===== config.mk =====
export PLATFORM = sky130hd
export DESIGN_NAME = demux_memoria
export DESIGN_NICKNAME = d
export VERILOG_FILES = /design/src/rtl/demux_memoria.sv
export SDC_FILE = /design/constraint.sdc
export NUM_CORES = 1
export LEC_CHECK = 0
export ABC_AREA = 1
export CELL_PAD_IN_SITES_DETAIL_PLACEMENT = 0
export CELL_PAD_IN_SITES_GLOBAL_PLACEMENT = 1
export CORE_MARGIN = 4
export CORE_UTILIZATION = 36
export DETAILED_ROUTE_END_ITERATION = 8
export PLACE_DENSITY = 0.83
export SYNTH_ARGS = -nofsm -noshare
export SYNTH_HDL_FRONTEND = slang
export SYNTH_SLANG_ARGS = --single-unit

===== constraint.sdc =====
create_clock -name clk -period 1.75 [get_ports clk]
set_clock_uncertainty 0.15 [all_clocks]
set_input_delay 0.175 -clock clk [delete_from_list [all_inputs] [get_ports clk]]
set_output_delay 0.175 -clock clk [all_outputs]
set_load 0.01 [all_outputs]

===== src/rtl/demux_memoria.sv =====
// demux_memoria: clocked 1-to-2 demux into two FWFT FIFOs; optional DEMUX_OVF_CNT_EN adds a saturating stalled-push counter
module demux_memoria #(
   parameter int DATA_W = 2,
   parameter int DEPTH  = 4,
   parameter int ADDR_W = 2
) (
   input  logic              clk,
   input  logic              reset,
   input  logic [DATA_W-1:0] data_in,
   input  logic              valid_in,
   input  logic              selector,
   output logic              ready_in,
   input  logic              pop0,
   input  logic              pop1,
   output logic [DATA_W-1:0] data_out0,
   output logic [DATA_W-1:0] data_out1,
   output logic              valid_out0,
   output logic              valid_out1,
   output logic              full0,
   output logic              full1,
   output logic              empty0,
   output logic              empty1,
   output logic [7:0]        ovf_count
);
   localparam logic [ADDR_W:0] full_cnt = (ADDR_W+1)'(DEPTH);
   logic [DATA_W-1:0] mem [2][DEPTH];
   logic [ADDR_W-1:0] wr_ptr [2];
   logic [ADDR_W-1:0] rd_ptr [2];
   logic [ADDR_W:0]   cnt [2];
   logic [1:0]        push;
   logic [1:0]        pop;
   assign full0      = cnt[0] == full_cnt;
   assign full1      = cnt[1] == full_cnt;
   assign empty0     = cnt[0] == '0;
   assign empty1     = cnt[1] == '0;
   assign valid_out0 = !empty0;
   assign valid_out1 = !empty1;
   // ready reflects fullness before any same-cycle pop: no bypass on a full channel
   assign ready_in   = selector ? !full1 : !full0;
   assign push       = {2{valid_in & ready_in}} & {selector, !selector};
   assign pop        = {pop1 & !empty1, pop0 & !empty0};
   // memory is never reset, so stale words are masked while empty
   assign data_out0  = empty0 ? '0 : mem[0][rd_ptr[0]];
   assign data_out1  = empty1 ? '0 : mem[1][rd_ptr[1]];
   always_ff @(posedge clk)
      for (int i = 0; i < 2; i++)
         if (reset) begin
            wr_ptr[i] <= '0;
            rd_ptr[i] <= '0;
            cnt[i]    <= '0;
         end else begin
            if (push[i]) begin
               mem[i][wr_ptr[i]] <= data_in;
               wr_ptr[i]         <= wr_ptr[i] + ADDR_W'(1);
            end
            if (pop[i])
               rd_ptr[i] <= rd_ptr[i] + ADDR_W'(1);
            cnt[i] <= cnt[i] + (ADDR_W+1)'(push[i]) - (ADDR_W+1)'(pop[i]);
         end
`ifdef DEMUX_OVF_CNT_EN
   always_ff @(posedge clk)
      if (reset)
         ovf_count <= '0;
      else if (valid_in && !ready_in && ovf_count != 8'hff)
         ovf_count <= ovf_count + 8'd1;
`else
   assign ovf_count = 8'd0;
`endif
endmodule

==> results of run 1 <==
==> timing repair <==
item,4_1_cts,5_1_grt
cloned,0,0
resized for setup,35,13
pin swaps,17,10
hold endpoints to repair,0,0
endpoints found under the setup margin,13,11
buffers inserted,5,1
==> flip-flops by register name, indices dropped and copies added, names as in the netlist <==
register  cells
wr_ptr        4
mem          16
rd_ptr        4
cnt           6
==> logic make-up (layout without fill, tap and decap cells) <==
group / after synthesis / in the layout / share of synthesized area
AOI/OAI and AO/OA: 10 / 10 / 0.0321
adders and majority gates: 14 / 14 / 0.113
buffers and inverters: 65 / 105 / 0.163
DFF: 30 / 30 / 0.501
other: 1 / 8 / 0.00224
and+or+nand+nor: 75 / 75 / 0.187
==> path summary, 6_finish.rpt <==
kind / startpoint / endpoint / slack, ns / depth (start not counted)
hold / removal: reset / cnt[1][0] / 0.44 / 3
setup reg to reg: cnt[0][0] / cnt[0][1] / -0.1 / 10
hold reg to reg: wr_ptr[0][0] / wr_ptr[0][0] / 0.47 / 1
setup / recovery: cnt[0][0] / cnt[0][1] / -0.1 / 10
==> through the flow <==
stage / instances / total power, W / instance area [um2] / TNS, ns / worst slack (ns)
final: 294 / 0.00312 / 2220 / -0.333 / -0.0987
after global routing: 294 / 0.00338 / 2220 / -0.671 / -0.175
after CTS: 293 / 0.00314 / 2220 / -0.610 / -0.170
after detailed placement: 280 / 0.00246 / 2030 / -1.32 / -0.335
after global placement: 280 / 0.00244 / 2030 / -1.25 / -0.305
after floorplan: 202 / 0.00176 / 1720 / -0.692 / -0.181
==> placed cells by master, fill, tap and decap left out, types with 5 or more instances in the layout <==
cell,n
inv_1,45
nand2_1,32
edfxtp_1,24
nor2_1,21
buf_4,21
inv_2,12
nand3_1,10
ha_1,8
conb_1,8
clkdlybuf4s50_1,7
a21oi_1,6
nand2_2,5
clkbuf_8,5
==> routing by layer <==
layer / GRT usage / wire length [um] / vias to the layer above
li1: - / - / 661
met1: 0.118 / 1280 / 542
met2: 0.175 / 1320 / 24
met3: 0.0343 / 139 / 5
met4: 0.0543 / 58 / 0
met5: 0 / 0 / -
==> layout make-up <==
| class | count | share of cell area |
|---|---|---|
| inverters | 57 | 0.0965 |
| repair buffers | 40 | 0.146 |
| clock inverters | 2 | 0.00395 |
| clock buffers | 6 | 0.0327 |
| flip-flops and latches | 30 | 0.381 |
| multi-input cells | 107 | 0.310 |
| well taps | 52 | 0.0293 |
==> worst max-delay path, cell delays in order (launching register included) <==
cell,delay (ns)
dfxtp_2,0.33
nor2_4,0.11
nand2_2,0.06
nand2_2,0.07
inv_2,0.05
ha_4,0.20
inv_2,0.06
ha_4,0.12
inv_2,0.03
fa_2,0.51
nor2_1,0.04
==> power breakdown <==
part / switching [W] / internal, W
Clock: 0.000244 / 0.000272
Sequential: 0.0000944 / 0.000907
Combinational: 0.000819 / 0.000785
==> run metrics, run 1 <==
Detail Route Antenna Nets=0; CP max FO=2; VDD IR max=between 0.7 and 0.8 mV; outcome=finished with violations; CTS tree=built; gr ovfl total=0; initial antenna violation count=0; pwr/cell area=1410 nW/um2; DRC violations left=0; Worst setup SP type=flip-flop; vias in the first global route=approximately 1,200; maximum clock path buffer count=2; HPWL after detailed placement=2.08 mm; die area=~5800 um2; top_reg_cell synth=edfxtp_1; post-synth top area share=0.430; Clk Latency, worst-skew pair=about 0.28 ns; Crit Path Class=flip-flop to flip-flop; largest net degree at the start of global routing=10; Final Hold Vio Count=0; CTS Buf Count=5; CP Capture Type=flip-flop; filler instances=around 430; fin nets=roughly 260; sequential fraction of the synthesis area=0.501; first-pass detailed-route iteration total=4; register area=around 850 um2; mapped cell area=about 1700 um2; Starting Density=0.377; Avg Vias per Cell=roughly 4.2; register bit total from synthesis=30; RSZ-0062 raised after global routing=true; DR iter-0 viols=28; post-layout util=0.499; # clock sinks=30; # diodes=0; most instantiated library cell after synthesis=inv_1; synthesized area per cell=approximately 8.6 um2; drt wl/cell=around 9.5 um; Peak Freq=roughly 540 MHz; final worst slack=-0.0987 ns; Hold Path Class=primary input to flip-flop; layout cells sized above 1=0.285; Core ar.=approximately 4400 um2; Synth Instances=~200; Max Cap Violations=0; die width=roughly 76 um; Setup-failing EPs final=4; Tmin final=approximately 1.8 ns; Total Wirelength=between 2 and 3 mm; area of the multi-input gates=~700 um2; violated checks=negative setup slack; DR vias=1,232; global-route wire length before repair=~5 mm; worst hold margin=0.444 ns; synth warn=0; final worst-path cycle share=1.06; die height=roughly 76 um; Yosys top cell by area=edfxtp_1; most frequent cells after synthesis=inv_1 (54), nand2_1 (37), edfxtp_1 (24), nor2_1 (24); std cell rows=24; Reg clk slew, reported paths=~0.060 ns; ranking of synthesized cells by area=edfxtp_1 (43%), inv_1 (12%), ha_1 (9.0%), nand2_1 (8.3%), dfxtp_1 (7.2%); FFs w/ async S/R, synth=0; EDFF count, synth=24; GRT Resource Usage Total=0.105; Hold Buf Count CTS=0; critical path data arrival time=between 1.5 and 2 ns; area grow syn2layout=32.2%; Max Slew Vio Count=0; LEAKAGE=around 1.1 nW; CTS Root Cell=clkbuf_8; Final GP Congestion=roughly 0.72; Worst Path Required=1.77 ns; Port Buffers=18; H-tree levels=2; synth unique cells=15; I/O pin cnt=27
No activity file was read; power rests on OpenSTA's default activity.
==> inputs of run 2 (changes only) <==
- GPL_ROUTABILITY_DRIVEN: default -> 1
==> results of run 2 <==
Final layout, timing and power as in run 1 (identical DEF).
